===== src/rtl/iagc_controller_if.sv =====
// Signal bundle between the IAGC controller and its stream/detector/multiplier neighbours.
// The slave modport is the controller's view; master is the surrounding datapath's view.
interface iagc_controller_if #(
  parameter int IAGC_STATUS_SIZE    = 4,
  parameter int AMPLITUDE_DATA_SIZE = 16,
  parameter int GAIN_SIZE           = 16
);
  logic                           i_enable;
  logic                           i_dataValid;
  logic [AMPLITUDE_DATA_SIZE-1:0] i_referenceAmplitude;
  logic [AMPLITUDE_DATA_SIZE-1:0] i_errorAmplitude;
  logic                           i_update;
  logic [AMPLITUDE_DATA_SIZE-1:0] i_tolerance;
  logic [AMPLITUDE_DATA_SIZE-1:0] i_minReference;
  logic [IAGC_STATUS_SIZE-1:0]    o_iagcStatus;
  logic                           o_sample;
  logic [GAIN_SIZE-1:0]           o_gain;
  logic                           o_gainUpdate;
  logic                           o_lowSignal;

  modport master (
    output i_enable, i_dataValid, i_referenceAmplitude, i_errorAmplitude,
           i_update, i_tolerance, i_minReference,
    input  o_iagcStatus, o_sample, o_gain, o_gainUpdate, o_lowSignal
  );

  modport slave (
    input  i_enable, i_dataValid, i_referenceAmplitude, i_errorAmplitude,
           i_update, i_tolerance, i_minReference,
    output o_iagcStatus, o_sample, o_gain, o_gainUpdate, o_lowSignal
  );
endinterface


===== src/rtl/iagc_controller.sv =====
// IAGC sequencer: RESET/INIT/RUN/LOCKED/FAULT state machine, sample strobe generation
// and a direction-reversing step search on the gain word driven by detector windows.
module iagc_controller #(
  parameter int                   IAGC_STATUS_SIZE    = 4,
  parameter int                   AMPLITUDE_DATA_SIZE = 16,
  parameter int                   GAIN_SIZE           = 16,
  parameter logic [GAIN_SIZE-1:0] GAIN_INIT           = 16'h8000,
  parameter logic [GAIN_SIZE-1:0] INITIAL_STEP        = 16'h0100,
  parameter int                   SAMPLE_DIVIDER      = 4,
  parameter int                   INIT_CYCLES         = 16,
  parameter int                   LOCK_WINDOWS        = 4,
  parameter int                   TIMEOUT_WINDOWS     = 64
) (
  input  logic              i_clock,
  input  logic              i_resetn,
  iagc_controller_if.slave  bus
);

  localparam int AW = AMPLITUDE_DATA_SIZE;
  localparam int GW = GAIN_SIZE;
  localparam int BW = (SAMPLE_DIVIDER > 1) ? $clog2(SAMPLE_DIVIDER) : 1;
  localparam int LW = $clog2(LOCK_WINDOWS + 1);
  localparam int WW = $clog2(TIMEOUT_WINDOWS + 1);
  localparam int IW = $clog2(INIT_CYCLES + 1);

  localparam logic [BW-1:0] BEAT_LAST = BW'(SAMPLE_DIVIDER - 1);
  localparam logic [LW-1:0] LOCK_LAST = LW'(LOCK_WINDOWS - 1);
  localparam logic [WW-1:0] WIN_LAST  = WW'(TIMEOUT_WINDOWS - 1);
  localparam logic [IW-1:0] INIT_LAST = IW'(INIT_CYCLES - 1);
  localparam logic [AW-1:0] ERR_MAX   = {1'b0, {(AW-1){1'b1}}};
  localparam logic [GW-1:0] GAIN_MAX  = '1;
  localparam logic [GW-1:0] STEP_ONE  = GW'(1);

  typedef enum logic [2:0] {
    ST_RESET  = 3'd0,
    ST_INIT   = 3'd1,
    ST_RUN    = 3'd2,
    ST_LOCKED = 3'd3,
    ST_FAULT  = 3'd4
  } state_t;

  state_t        state_q, state_d;
  logic [GW-1:0] gain_q, gain_d;
  logic [GW-1:0] step_q, step_d;
  logic          dir_up_q, dir_up_d;
  logic [AW-1:0] prev_err_q, prev_err_d;
  logic [LW-1:0] lock_cnt_q, lock_cnt_d;
  logic [WW-1:0] win_cnt_q, win_cnt_d;
  logic [IW-1:0] init_cnt_q, init_cnt_d;
  logic [BW-1:0] beat_cnt_q, beat_cnt_d;
  logic          gain_update_q, gain_update_d;
  logic          low_signal_q, low_signal_d;

  logic [AW-1:0] err_clamped;
  logic          ref_low;
  logic          in_tol;
  logic          err_rising;
  logic          dir_adj;
  logic [GW-1:0] step_half;
  logic [GW-1:0] step_adj;
  logic [GW:0]   gain_sum;
  logic [GW-1:0] gain_adj;
  logic          tracking;

  assign tracking = (state_q == ST_RUN) || (state_q == ST_LOCKED);

  // Candidate search step for this window: a worse error than last time reverses
  // direction and halves the step (never below 1) before the gain moves.
  always_comb begin
    err_clamped = bus.i_errorAmplitude[AW-1] ? '0 : bus.i_errorAmplitude;
    ref_low     = $signed(bus.i_referenceAmplitude) < $signed(bus.i_minReference);
    in_tol      = err_clamped <= bus.i_tolerance;
    err_rising  = err_clamped > prev_err_q;
    dir_adj     = err_rising ? ~dir_up_q : dir_up_q;
    step_half   = step_q >> 1;
    step_adj    = step_q;
    if (err_rising) begin
      step_adj = (step_half == '0) ? STEP_ONE : step_half;
    end
    gain_sum = {1'b0, gain_q} + {1'b0, step_adj};
    if (dir_adj) begin
      gain_adj = gain_sum[GW] ? GAIN_MAX : gain_sum[GW-1:0];
    end else begin
      gain_adj = (step_adj > gain_q) ? '0 : (gain_q - step_adj);
    end
  end

  always_comb begin
    state_d       = state_q;
    gain_d        = gain_q;
    step_d        = step_q;
    dir_up_d      = dir_up_q;
    prev_err_d    = prev_err_q;
    lock_cnt_d    = lock_cnt_q;
    win_cnt_d     = win_cnt_q;
    init_cnt_d    = init_cnt_q;
    gain_update_d = 1'b0;
    low_signal_d  = low_signal_q;

    beat_cnt_d = '0;
    if (tracking) begin
      beat_cnt_d = beat_cnt_q;
      if (bus.i_dataValid) begin
        beat_cnt_d = (beat_cnt_q == BEAT_LAST) ? '0 : (beat_cnt_q + 1'b1);
      end
    end

    if (!bus.i_enable || (state_q == ST_RESET) || (state_q == ST_INIT)) begin
      gain_d       = GAIN_INIT;
      step_d       = INITIAL_STEP;
      dir_up_d     = 1'b1;
      prev_err_d   = ERR_MAX;
      lock_cnt_d   = '0;
      win_cnt_d    = '0;
      low_signal_d = 1'b0;
    end

    if (!bus.i_enable) begin
      state_d    = ST_RESET;
      init_cnt_d = '0;
      beat_cnt_d = '0;
    end else begin
      case (state_q)
        ST_RESET: begin
          state_d    = ST_INIT;
          init_cnt_d = '0;
        end
        ST_INIT: begin
          if (init_cnt_q == INIT_LAST) begin
            state_d    = ST_RUN;
            init_cnt_d = '0;
          end else begin
            init_cnt_d = init_cnt_q + 1'b1;
          end
        end
        ST_RUN: begin
          if (bus.i_update) begin
            win_cnt_d = win_cnt_q + 1'b1;
            if (ref_low) begin
              low_signal_d = 1'b1;
            end else begin
              low_signal_d = 1'b0;
              if (in_tol) begin
                lock_cnt_d = lock_cnt_q + 1'b1;
                if (lock_cnt_q == LOCK_LAST) begin
                  state_d = ST_LOCKED;
                end
              end else begin
                lock_cnt_d    = '0;
                dir_up_d      = dir_adj;
                step_d        = step_adj;
                gain_d        = gain_adj;
                gain_update_d = (gain_adj != gain_q);
                prev_err_d    = err_clamped;
              end
            end
            // A window that both locks and exhausts the budget counts as a lock.
            if ((state_d != ST_LOCKED) && (win_cnt_q == WIN_LAST)) begin
              state_d = ST_FAULT;
            end
          end
        end
        ST_LOCKED: begin
          if (bus.i_update) begin
            if (ref_low) begin
              low_signal_d = 1'b1;
            end else begin
              low_signal_d = 1'b0;
              if (!in_tol) begin
                state_d    = ST_RUN;
                lock_cnt_d = '0;
                win_cnt_d  = '0;
              end
            end
          end
        end
        ST_FAULT: begin
          state_d = ST_FAULT;
        end
        default: begin
          state_d = ST_RESET;
        end
      endcase
    end
  end

  always_ff @(posedge i_clock or negedge i_resetn) begin
    if (!i_resetn) begin
      state_q       <= ST_RESET;
      gain_q        <= GAIN_INIT;
      step_q        <= INITIAL_STEP;
      dir_up_q      <= 1'b1;
      prev_err_q    <= ERR_MAX;
      lock_cnt_q    <= '0;
      win_cnt_q     <= '0;
      init_cnt_q    <= '0;
      beat_cnt_q    <= '0;
      gain_update_q <= 1'b0;
      low_signal_q  <= 1'b0;
    end else begin
      state_q       <= state_d;
      gain_q        <= gain_d;
      step_q        <= step_d;
      dir_up_q      <= dir_up_d;
      prev_err_q    <= prev_err_d;
      lock_cnt_q    <= lock_cnt_d;
      win_cnt_q     <= win_cnt_d;
      init_cnt_q    <= init_cnt_d;
      beat_cnt_q    <= beat_cnt_d;
      gain_update_q <= gain_update_d;
      low_signal_q  <= low_signal_d;
    end
  end

  assign bus.o_iagcStatus = {{(IAGC_STATUS_SIZE-3){1'b0}}, state_q};
  assign bus.o_sample     = bus.i_dataValid && (beat_cnt_q == BEAT_LAST) && tracking;
  assign bus.o_gain       = gain_q;
  assign bus.o_gainUpdate = gain_update_q;
  assign bus.o_lowSignal  = low_signal_q;

endmodule


===== src/flat_wrapper.sv =====
// flat-port wrapper written by rule: the top's interface ports become plain ports
module iagc_controller_flat 
#(
  parameter int                   IAGC_STATUS_SIZE    = 4,
  parameter int                   AMPLITUDE_DATA_SIZE = 16,
  parameter int                   GAIN_SIZE           = 16,
  parameter logic [GAIN_SIZE-1:0] GAIN_INIT           = 16'h8000,
  parameter logic [GAIN_SIZE-1:0] INITIAL_STEP        = 16'h0100,
  parameter int                   SAMPLE_DIVIDER      = 4,
  parameter int                   INIT_CYCLES         = 16,
  parameter int                   LOCK_WINDOWS        = 4,
  parameter int                   TIMEOUT_WINDOWS     = 64
)
  (i_clock, i_resetn, bus_i_enable, bus_i_dataValid, bus_i_referenceAmplitude, bus_i_errorAmplitude, bus_i_update, bus_i_tolerance, bus_i_minReference, bus_o_iagcStatus, bus_o_sample, bus_o_gain, bus_o_gainUpdate, bus_o_lowSignal);
  iagc_controller_if #(.IAGC_STATUS_SIZE(IAGC_STATUS_SIZE), .AMPLITUDE_DATA_SIZE(AMPLITUDE_DATA_SIZE), .GAIN_SIZE(GAIN_SIZE)) bus_i ();
  input  logic i_clock;
  input  logic i_resetn;
  input wire logic [$bits(bus_i.i_enable)-1:0] bus_i_enable;
  input wire logic [$bits(bus_i.i_dataValid)-1:0] bus_i_dataValid;
  input wire logic [$bits(bus_i.i_referenceAmplitude)-1:0] bus_i_referenceAmplitude;
  input wire logic [$bits(bus_i.i_errorAmplitude)-1:0] bus_i_errorAmplitude;
  input wire logic [$bits(bus_i.i_update)-1:0] bus_i_update;
  input wire logic [$bits(bus_i.i_tolerance)-1:0] bus_i_tolerance;
  input wire logic [$bits(bus_i.i_minReference)-1:0] bus_i_minReference;
  output wire logic [$bits(bus_i.o_iagcStatus)-1:0] bus_o_iagcStatus;
  output wire logic [$bits(bus_i.o_sample)-1:0] bus_o_sample;
  output wire logic [$bits(bus_i.o_gain)-1:0] bus_o_gain;
  output wire logic [$bits(bus_i.o_gainUpdate)-1:0] bus_o_gainUpdate;
  output wire logic [$bits(bus_i.o_lowSignal)-1:0] bus_o_lowSignal;
  assign bus_i.i_enable = bus_i_enable;
  assign bus_i.i_dataValid = bus_i_dataValid;
  assign bus_i.i_referenceAmplitude = bus_i_referenceAmplitude;
  assign bus_i.i_errorAmplitude = bus_i_errorAmplitude;
  assign bus_i.i_update = bus_i_update;
  assign bus_i.i_tolerance = bus_i_tolerance;
  assign bus_i.i_minReference = bus_i_minReference;
  assign bus_o_iagcStatus = bus_i.o_iagcStatus;
  assign bus_o_sample = bus_i.o_sample;
  assign bus_o_gain = bus_i.o_gain;
  assign bus_o_gainUpdate = bus_i.o_gainUpdate;
  assign bus_o_lowSignal = bus_i.o_lowSignal;
  iagc_controller #(.IAGC_STATUS_SIZE(IAGC_STATUS_SIZE), .AMPLITUDE_DATA_SIZE(AMPLITUDE_DATA_SIZE), .GAIN_SIZE(GAIN_SIZE), .GAIN_INIT(GAIN_INIT), .INITIAL_STEP(INITIAL_STEP), .SAMPLE_DIVIDER(SAMPLE_DIVIDER), .INIT_CYCLES(INIT_CYCLES), .LOCK_WINDOWS(LOCK_WINDOWS), .TIMEOUT_WINDOWS(TIMEOUT_WINDOWS)) u_core (.i_clock(i_clock), .i_resetn(i_resetn), .bus(bus_i));
endmodule

===== config.mk =====
export PLATFORM = sky130hd
export DESIGN_NAME = iagc_controller_flat
export DESIGN_NICKNAME = d
export VERILOG_FILES = /design/src/rtl/iagc_controller_if.sv /design/src/rtl/iagc_controller.sv /design/src/flat_wrapper.sv
export SDC_FILE = /design/constraint.sdc
export NUM_CORES = 1
export LEC_CHECK = 0
export BUFFER_PORTS_ARGS = -buffer_cell sky130_fd_sc_hd__buf_2
export CORE_ASPECT_RATIO = 1.2
export CORE_MARGIN = 1.5
export CORE_UTILIZATION = 54
export DETAILED_ROUTE_END_ITERATION = 12
export GPL_ROUTABILITY_DRIVEN = 0
export MAX_ROUTING_LAYER = met4
export PLACE_DENSITY = 0.81
export SYNTH_ARGS = -nofsm -noshare
export SYNTH_HDL_FRONTEND = slang
export SYNTH_SLANG_ARGS = --single-unit

===== constraint.sdc =====
create_clock -name i_clock -period 5.4 [get_ports i_clock]
set_input_delay 0.27 -clock i_clock [delete_from_list [all_inputs] [get_ports i_clock]]
set_output_delay 0.27 -clock i_clock [all_outputs]
set_load 0.01 [all_outputs]

* Word level (Yosys, flattened, before mapping)
Cells that the tools add are included.
W data, S select, Z words.
** Word-level totals
- Flip-flop bits (word level) :: 71
- Input bits :: 69
- Memory bits (writable) :: 0
- Output and inout bits :: 23
- Logic and storage cells :: 128
- Memories :: 0
- Bits in latches :: 0
- ROM bits :: 0
** Operators by class
- Shift-type cells :: 0
- Multipliers :: 0
- Bitwise operators :: 1
- Divide/modulo/power cells :: 0
- Order comparisons :: 4
- Eq/ne operators :: 17
- Add/sub/neg operators :: 6
- Multiplexer cells :: 78
- Reductions and logical operators :: 11
** Operator list (number)
- $mux W16 :: 22
- $mux W3 :: 21
- $mux W7 :: 6
- $gt A16 B16 Y1 :: 2
- $mux W15 :: 2
- $ne A3 B3 Y1 const B :: 6
- $add A16 B16 Y17 :: 1
- $mux W1 :: 17
- $le A16 B16 Y1 :: 1
- $logic_not A16 Y1 :: 1
- $lt A16 B16 Y1 :: 1
- $ne A16 B16 Y1 :: 1
- $sub A16 B16 Y16 :: 1
- $pmux W3 S5 :: 1
- $pmux W7 S2 :: 1
- $mux W5 :: 2
- $pmux W5 S2 :: 1
- $eq A3 B2 Y1 const B :: 3
- $mux W2 :: 4
- $add A7 B1 Y7 const B :: 1
- $eq A7 B6 Y1 const B :: 1
- $pmux W3 S2 :: 1
- $add A5 B1 Y5 const B :: 1
- $eq A5 B4 Y1 const B :: 1
- other kinds (14) :: 18

* Logic depth before layout (Yosys ltp)
Gate-level depths: netlist of run 1.
- Word-level depth :: 13
- Gate-level depth with buffers :: 27
- Depth with buffers taken out :: 23

* Least setup slack after synthesis of run 1
OpenSTA, ideal clock, no wires.
- Path type :: input to register
- Start :: input bus_i_errorAmplitude[15]
- End :: register u_core.gain_update_q (netlist: u_core.bus.o_gainUpdate)
- Stages on the path :: 26
- Path buffers :: 5
- Library setup time :: 0.137 ns
- Slack :: 0.072 ns
- Required time :: 5.263 ns
- Arrival :: 5.191 ns
- Path through :: buf_6 > clkbuf_1 > nor2b_1 > ha_1 > and4_1 > o211ai_1 > nor2_1 > and4b_1 > clkbuf_2 > nor2_1 > buf_2 > mux2i_1 > inv_1 > ha_1 > buf_2 > nand2b_1 > a21o_1 > a21oi_1 > nor4_1 > o41ai_1 > o31ai_1 > a221o_1 > o311ai_0 > nand4_1 > nor4_1 > a21oi_1
** Between the ends
- Word-level cells in the longest chain between the ends :: 12
- Elaborated cells between the ends (all ways) :: 17
- Classes of those cells :: add/sub (2); order compare (3); eq/ne (1); mux (11)
** RTL lines
- from (decl) :: line flat_wrapper.sv:21 : input wire logic [$bits(bus_i.i_errorAmplitude)-1:0] bus_i_errorAmplitude;
- $mux W15 (*) :: line iagc_controller.sv:70 : err_clamped = bus.i_errorAmplitude[AW-1] ? '0 : bus.i_errorAmplitude;
- $gt A16 B16 Y1 :: line iagc_controller.sv:73 : err_rising = err_clamped > prev_err_q;
- $mux W16 :: line iagc_controller.sv:77 : if (err_rising) begin
- $sub A16 B16 Y16 (tied with other cells) :: line iagc_controller.sv:84 : gain_adj = (step_adj > gain_q) ? '0 : (gain_q - step_adj);
- $mux W16 (on tied branches) :: line iagc_controller.sv:84, iagc_controller.sv:82
- $mux W16 :: line iagc_controller.sv:81 : if (dir_adj) begin
- $ne A16 B16 Y1 :: line iagc_controller.sv:153 : gain_update_d = (gain_adj != gain_q);
- $mux W1 (*) :: line iagc_controller.sv:143 : if (in_tol) begin
- $mux W1 (*) :: line iagc_controller.sv:139 : if (ref_low) begin
- $mux W1 (*) :: line iagc_controller.sv:137 : if (bus.i_update) begin
- $mux W1 (*) :: line iagc_controller.sv:123 : case (state_q)
- $mux W1 (*) :: line iagc_controller.sv:118 : if (!bus.i_enable) begin
- via u_core.gain_update_d :: line iagc_controller.sv:51 : logic gain_update_q, gain_update_d;
- to (signal assigned) :: line iagc_controller.sv:210 : gain_update_q <= gain_update_d;
- to (decl) :: line iagc_controller.sv:51
The timed path passes the listed nets; every way through them passes the cells marked *.
A chain may end at the register's enable or synchronous reset.

* Worst setup path after layout of run 1
- Start :: register u_core.prev_err_q[7]
- End :: register u_core.gain_update_q (netlist: u_core.bus.o_gainUpdate)
** Between the ends
- Word-level cells in the longest chain between the ends :: 11
- Elaborated cells between the ends (all ways) :: 15
- Classes of those cells :: add/sub (2); order compare (2); eq/ne (1); mux (10)
** RTL lines
- from (decl) :: line iagc_controller.sv:46 : logic [AW-1:0] prev_err_q, prev_err_d;
- from (signal assigned) :: line iagc_controller.sv:205 : prev_err_q <= prev_err_d;
- $gt A16 B16 Y1 (*) :: line iagc_controller.sv:73
- $mux W16 :: line iagc_controller.sv:77
- $sub A16 B16 Y16 (tied with other cells) :: line iagc_controller.sv:84
- $mux W16 (on tied branches) :: line iagc_controller.sv:84, iagc_controller.sv:82
- $mux W16 (*) :: line iagc_controller.sv:81
- $ne A16 B16 Y1 (*) :: line iagc_controller.sv:153
- $mux W1 (*) :: line iagc_controller.sv:143
- $mux W1 (*) :: line iagc_controller.sv:139
- $mux W1 (*) :: line iagc_controller.sv:137
- $mux W1 (*) :: line iagc_controller.sv:123
- $mux W1 (*) :: line iagc_controller.sv:118
- via u_core.gain_update_d :: line iagc_controller.sv:51
Marked as above.

==> summary.md, run 1 <==
| Metric | Value |
|---|---|
| Synth top cells by count | inv_1 (87), ha_1 (81), nand2_1 (80), a21oi_1 (67), nor2_1 (67) |
| Clk Tree Root Cell | clkbuf_16 |
| Layout cells sized above 1 | 0.224 |
| F_max | 192 MHz |
| CTS Buf Count | 9 |
| Seq/Total Area, Yosys | 0.251 |
| Gr busiest metal | met2 |
| Area of placed instances | 0.00800 sq mm |
| Cell taking the most area after synthesis | dfrtp_1 |
| Crit-path max FO | 14 |
| Final Setup Violations | 0 |
| Remaining antenna violation count | 0 |
| # port buffers | 90 |
| Fin. max-slew vios | 0 |
| VDD IR max | 214 uV |
| Final wirelength | 21400 um |
| Worst setup margin | 0.178 ns |
| Top_reg_cell synth | dfrtp_1 |
| NumNets Final | 1158 |
| Core box area | 0.0128 sq mm |
| Final Critical Period | 5.22 ns |
| Final Hold Fails | 0 |
| Met3 Use GR | 0.0553 |
| Initial antenna violation count | 0 |
| Deepest clock path buffer count | 2 |
| Pre-CTS WS | 0.0378 ns |
| Pwr Density | 174 mW/mm^2 |
| Ant diodes | 0 |
| WP data required | 5.61 ns |
| Fin cells | 1175 |
| Async set-reset flop share out of synthesis | 1.00 |
| Cell with the most instances after synthesis | inv_1 |
| Yosys cell types | 89 |
| Crit path max-delay family | compound AO/OA/AOI/OAI gates |
| GRT overflow | 0 |
| Chip height | 129 um |
| Clk sink count | 71 |
| HP Class | primary input to asynchronous set/reset pin |
| Final Cell Area | 0.00846 sq mm |
| Grt met1 use | 0.391 |
| Critical Path AT | 5.43 ns |
| Tcrit/Tclk final | 0.967 |
| # IOs | 92 |
| Post-Route Setup TNS | 0 ns |
| Critical path class | flop to flop |
| Critical-path top delay cell | dfstp_2 |
| CTS tree | done |
| Lkg Pwr | 4.13 nW |
| Syn Area/Cell | 8.00 sq um |
| FF+latch count, synth | 71 |
| Initial core utilization | 0.560 |
| H-tree depth | 3 |
| Layout area overhead | 18.1% |
| Worst-path cell chain | inv_1 -> ha_1 -> and4_1 -> o211ai_1 -> o211ai_2 -> a21oi_2 -> nor2_2 -> buf_12 -> mux2i_1 -> inv_1 -> ha_1 -> buf_4 -> nor2b_1 -> o31a_1 -> o21ai_4 -> o31a_1 -> nand4_1 -> nand2_1 -> a2bb2oi_1 -> a311oi_2 -> nand4_1 -> nor4_1 -> a21oi_1 |
| Largest net degree at the start of global routing | 72 |
| Mapped Area | 0.00716 sq mm |
| Startpoint Class | flop |
| Worst-path clk slew | 0.07 ns |
| Buf+Inv Stages, Crit Path | 4 |
| Syn Nets | 1047 |
| Routed len/inst | 18.2 um |
| Status | complete, no violations |
| Via density | 6.37 |
| Final Skew | 0.0125 ns |
| Synth area leaders | dfrtp_1 (19%), ha_1 (14%), dfstp_2 (6.6%) |
| Clk Latency, worst-skew pair | 0.36 ns |
| Synth Warn # | 0 |
| Vias | 7482 |
| TritonRoute pass-1 iters | 8 |
| Dpl hpwl | 15800 um |
| Die area | 0.0140 sq mm |
| CP endpoint kind | flop |
| First-pass GRT wire length | 34700 um |
| Placed Cells | 1156 |
| Met2 Use GR | 0.536 |
| Num rows | 45 |
| Total Routing Usage GR | 0.326 |
| Die W | 108 um |
| Vias in the first global route | 7137 |
| Syn Inst Count | 895 |
| # DRC | 0 |
| Crit-path max cell delay | 0.51 ns |
| Slew margin rel. | 0.397 |
| Worst-margin pin slew | 0.905 ns |
| Iteration-0 DRC count of the detailed router | 647 |
| Pwr Total | 1.47 mW |
| Yosys top cell area share | 0.185 |
| Post-synth EDFFs | 0 |
| Max_cap viols | 0 |
repair_timing:
item	in CTS	in global routing
setup endpoints to repair	0	1
resized for setup	0	28
hold buffers	0	0
setup buffers	0	3
worst register-to-register path, stage by stage (launching register included):
cell and delay [ns]:
dfstp_2 0.51, inv_1 0.05, ha_1 0.31, and4_1 0.24
o211ai_1 0.14, o211ai_2 0.22, a21oi_2 0.10, nor2_2 0.17
buf_12 0.17, mux2i_1 0.24, inv_1 0.08, ha_1 0.29
buf_4 0.16, nor2b_1 0.13, o31a_1 0.29, o21ai_4 0.26
o31a_1 0.29, nand4_1 0.16, nand2_1 0.25, a2bb2oi_1 0.18
a311oi_2 0.34, nand4_1 0.17, nor4_1 0.23, a21oi_1 0.11
metrics by stage:
step / util / hold WS, ns
after floorplan: - / -0.0256
after global placement: 0.626 / 0.459
after detailed placement: 0.626 / 0.459
after CTS: 0.650 / 0.0842
after global routing: 0.662 / 0.126
final: 0.662 / 0.0302
power by group:
| part | switching (mW) | internal, mW | leakage (nW) | total [mW] |
|---|---|---|---|---|
| registers | 0.0225 | 0.548 | 0.927 | 0.571 |
| clock network | 0.259 | 0.362 | 0.147 | 0.621 |
| logic | 0.181 | 0.0979 | 3.06 | 0.279 |
cells by family (layout without fill, tap and decap cells):
group           Yosys count  after routing  share of synthesized area
mux                      13             13                     0.0185
compound gates          279            279                      0.279
simple gates            306            306                      0.215
xor+xnor                 11             11                     0.0135
other cells               1              1                   0.000524
flops                    71             71                      0.251
fa+ha+maj                83             83                      0.147
buf+inv                 131            247                     0.0752
metal layers:
layer / up-vias / wire length, um
met3: 88 / 1470
met2: 319 / 10300
li1: 3515 / -
met5: - / 0
met1: 3560 / 8670
met4: 0 / 914
flip-flops by register name, summed over array words and instances (netlist names):
name,cells
u_core.win_cnt_q,7
u_core.bus.o_lowSignal,1
u_core.bus.o_gain,16
u_core.lock_cnt_q,3
u_core.bus.o_gainUpdate,1
u_core.dir_up_q,1
u_core.step_q,16
u_core.state_q,3
u_core.beat_cnt_q,2
u_core.prev_err_q,16
u_core.init_cnt_q,5
worst paths after layout:
check,start,endpoint,slack (ns),cells after the start
setup / recovery,u_core.prev_err_q[7]$_DFF_PN1_,u_core.bus.o_gainUpdate$_DFF_PN0_,0.18,23
hold / removal,i_resetn,u_core.init_cnt_q[3]$_DFFE_PN0P_,0.03,1
setup reg to reg,u_core.prev_err_q[7]$_DFF_PN1_,u_core.bus.o_gainUpdate$_DFF_PN0_,0.18,23
hold reg to reg,u_core.init_cnt_q[2]$_DFFE_PN0P_,u_core.init_cnt_q[2]$_DFFE_PN0P_,0.52,1
max in group asynchronous,i_resetn,u_core.bus.o_gain[13]$_DFF_PN0_,4.76,1
min in group i_clock,bus_i_dataValid,u_core.beat_cnt_q[0]$_DFFE_PN0P_,0.22,3
area by class of cell:
type | count | area (sq um)
flip-flops and latches | 71 | 1800
clock inverters | 7 | 77.6
inverters | 88 | 330
repair buffers | 143 | 863
fillers | 1068 | 4330
clock buffers | 9 | 225
multi-input cells | 693 | 4950
well taps | 164 | 205
cells in the final DEF (no fill, tap or decap), types with 5 or more instances in the layout:
master     instances
o21ai_0           35
o31ai_1           15
a211o_1            5
xnor2_1           10
and3_1             9
o21a_1             9
nor2b_1           19
a22o_1            13
nor3_1            18
buf_2             89
o22a_1             5
a221o_1            6
nand3_1           44
ha_1              80
inv_1             87
nand2b_1          12
buf_4             53
a31oi_1            7
nor4_1            10
o211ai_1          12
a221oi_1           5
dfrtp_1           53
nand2_1           80
a21o_1            18
dfstp_2           18
nand4_1           13
clkbuf_16          9
a21oi_1           65
o22ai_1            8
nor2_1            64
mux2i_1            8
(Power assumes the default switching activity.)
==> inputs of run 2 (changes only) <==
Settings changed: CORE_UTILIZATION 54 to 42, PLACE_DENSITY 0.81 to 0.66.
==> run 2 against run 1 <==
Effect of this change: via count shrank 0.11%; core utilization shrank 14 points; total power grew 0.70%; highest routed layer unchanged; maximum frequency is essentially flat; register-to-register slack is essentially flat; largest power group unchanged; clock skew shrank 0.0035 ns; largest cell class unchanged; final cell count grew 6.1%; design area grew 2.8%; combinational power grew 2%; sequential power is essentially flat; worst hold slack gained 0.022 ns; sequential share of layout area shrank 0.58 points.
==> summary.md, run 2 (synthesis results as in run 1) <==
| Metric | Value |
|---|---|
| Status | complete, no violations |
| Final Critical Period | 5.22 ns (-0.00243 ns) |
| Worst-margin pin slew | 0.940 ns (+0.0349 ns) |
| Vias in the first global route | 7296 (+2.2%) |
| Largest net degree at the start of global routing | 72 (unchanged) |
| Clk sink count | 71 (unchanged) |
| Die area | 0.0178 sq mm (+28%) |
| GRT overflow | 0 (unchanged) |
| Critical-path top delay cell | dfstp_2 |
| H-tree depth | 3 (unchanged) |
| Vias | 7474 (-0.11%) |
| Remaining antenna violation count | 0 (unchanged) |
| CTS Buf Count | 9 (unchanged) |
| Via density | 5.99 (-5.9%) |
| Layout cells sized above 1 | 0.238 (+0.0141) |
| Ant diodes | 0 (unchanged) |
| Tcrit/Tclk final | 0.967 (about the same) |
| Final wirelength | 22700 um (+6.3%) |
| Critical path class | flop to flop |
| Initial antenna violation count | 0 (unchanged) |
| Placed Cells | 1230 (+6.4%) |
| F_max | 192 MHz (about the same) |
| Hold Slack | 0.0521 ns (+0.0218 ns) |
| CP endpoint kind | flop |
| Total Routing Usage GR | 0.262 (-0.0633) |
| CTS tree | done |
| Most frequent cells in the layout | buf_2 (89), inv_1 (87), ha_1 (80) |
| Lkg Pwr | 4.23 nW (+2.3%) |
| # port buffers | 90 (unchanged) |
| Pwr Density | 170 mW/mm^2 (-2.0%) |
| Clk Latency, worst-skew pair | 0.35 ns (about the same) |
| Area of placed instances | 0.00825 sq mm (+3.1%) |
| Crit-path max cell delay | 0.52 ns (about the same) |
| Dpl hpwl | 16800 um (+6.7%) |
| TritonRoute pass-1 iters | 7 (-1) |
| Worst-path cell chain | inv_1 -> ha_1 -> and3_1 -> a221oi_2 -> o22ai_2 -> a21o_2 -> nand2_1 -> buf_4 -> nand2_1 -> nand2_1 -> ha_1 -> buf_4 -> or3_1 -> nor3_1 -> and3_1 -> or2_0 -> nand3_2 -> buf_4 -> o221a_2 -> nand3_1 -> nand3_1 -> nor4_1 -> a21oi_1 |
| Worst-path clk slew | 0.07 ns (about the same) |
| Worst setup margin | 0.181 ns (+0.00243 ns) |
| First-pass GRT wire length | 36200 um (+4.5%) |
| Iteration-0 DRC count of the detailed router | 552 (-15%) |
| Die W | 122 um (+13%) |
| Slew margin rel. | 0.371 (-0.0262) |
| Pre-CTS WS | -0.0531 ns (-0.0909 ns) |
| HP Class | primary input to asynchronous set/reset pin |
| NumNets Final | 1178 (+1.7%) |
| Final Hold Fails | 0 (unchanged) |
| Pwr Total | 1.48 mW (+0.70%) |
| Core box area | 0.0168 sq mm (+31%) |
| # DRC | 0 (unchanged) |
| Deepest clock path buffer count | 2 (unchanged) |
| Leading cell type in the layout, fill and taps excluded | buf_2 |
| Initial core utilization | 0.426 (-0.134) |
| Routed len/inst | 18.2 um (+0.18%) |
| WP data required | 5.60 ns (about the same) |
| Clk Tree Root Cell | clkbuf_16 |
| Layout area overhead | 21.4% |
| Fin cells | 1247 (+6.1%) |
| Post-Route Setup TNS | 0 ns (unchanged) |
| Crit-path max FO | 9 (-5) |
| Critical Path AT | 5.42 ns (about the same) |
| Num rows | 52 (+16%) |
| Startpoint Class | flop |
| Final Cell Area | 0.00869 sq mm (+2.8%) |
| Fin. max-slew vios | 0 (unchanged) |
| VDD IR max | 179 uV (-16%) |
| Chip height | 146 um (+13%) |
| Max_cap viols | 0 (unchanged) |
| # IOs | 92 (unchanged) |
| Final Skew | 0.00895 ns (-0.00354 ns) |
| Final core occ | 0.518 (-0.144) |
| Final Setup Violations | 0 (unchanged) |
run 2: cell count changes in the layout (fill, tap and decap cells not counted), moves of 2 or more:
| cell | before | now |
|---|---|---|
| mux2i_2 | 3 | 0 |
| buf_4 | 53 | 72 |
| nor4_2 | 3 | 1 |
| mux2i_1 | 8 | 11 |
| nor3_2 | 4 | 2 |
run 2: cell type report:
| class | instances | area, sq um |
|---|---|---|
| Fill cell | 1623 | 8100 |
| Clock buffer | 10 | 229 |
| Multi-Input combinational cell | 693 | 4970 |
| Tap cell | 216 | 270 |
| Timing Repair Buffer | 163 | 1030 |
| Inverter | 88 | 330 |
| Clock inverter | 6 | 68.8 |
| Sequential cell | 71 | 1800 |
run 2: final timing paths:
check                                                      start  slack (ns)  cells after the start                                end
worst max-delay path             u_core.prev_err_q[11]$_DFF_PN1_        0.18                     23  u_core.bus.o_gainUpdate$_DFF_PN0_
worst min-delay path                                    i_resetn        0.05                      1         u_core.step_q[7]$_DFF_PN0_
worst max register to register   u_core.prev_err_q[11]$_DFF_PN1_        0.18                     23  u_core.bus.o_gainUpdate$_DFF_PN0_
worst min register to register  u_core.init_cnt_q[4]$_DFFE_PN0P_        0.50                      1   u_core.init_cnt_q[4]$_DFFE_PN0P_
max in group asynchronous                               i_resetn        4.72                      1    u_core.bus.o_gain[12]$_DFF_PN0_
min in group i_clock                             bus_i_dataValid        0.23                      3   u_core.beat_cnt_q[0]$_DFFE_PN0P_
run 2: what timing repair did:
| action | in CTS | in global routing |
|---|---|---|
| hold buffers | 0 | 0 |
| endpoints found under the setup margin | 0 | 2 |
| buffers inserted | 0 | 1 |
| resized for setup | 0 | 27 |
run 2: worst max-delay path, delay by kind of cell, from the launching register on:
family          cells  cell delay (ns)
flops               1             0.52
fa+ha+maj           2             0.57
compound gates      5             1.05
simple gates       12             2.32
buf+inv             4             0.61
run 2: routing by layer:
| metal | up-vias | share of wire | track usage |
|---|---|---|---|
| met4 | 0 | 0.035 | 0.103 |
| met5 | - | 0 | - |
| met3 | 61 | 0.065 | 0.0410 |
| met1 | 3547 | 0.41 | 0.313 |
| met2 | 307 | 0.49 | 0.440 |
| li1 | 3559 | - | - |
run 2: report_power, final:
| group | internal (mW) | total [mW] | switching, mW |
|---|---|---|---|
| logic | 0.101 | 0.284 | 0.183 |
| registers | 0.548 | 0.572 | 0.0235 |
| clock network | 0.362 | 0.626 | 0.264 |
| total | 1.01 | 1.48 | 0.471 |
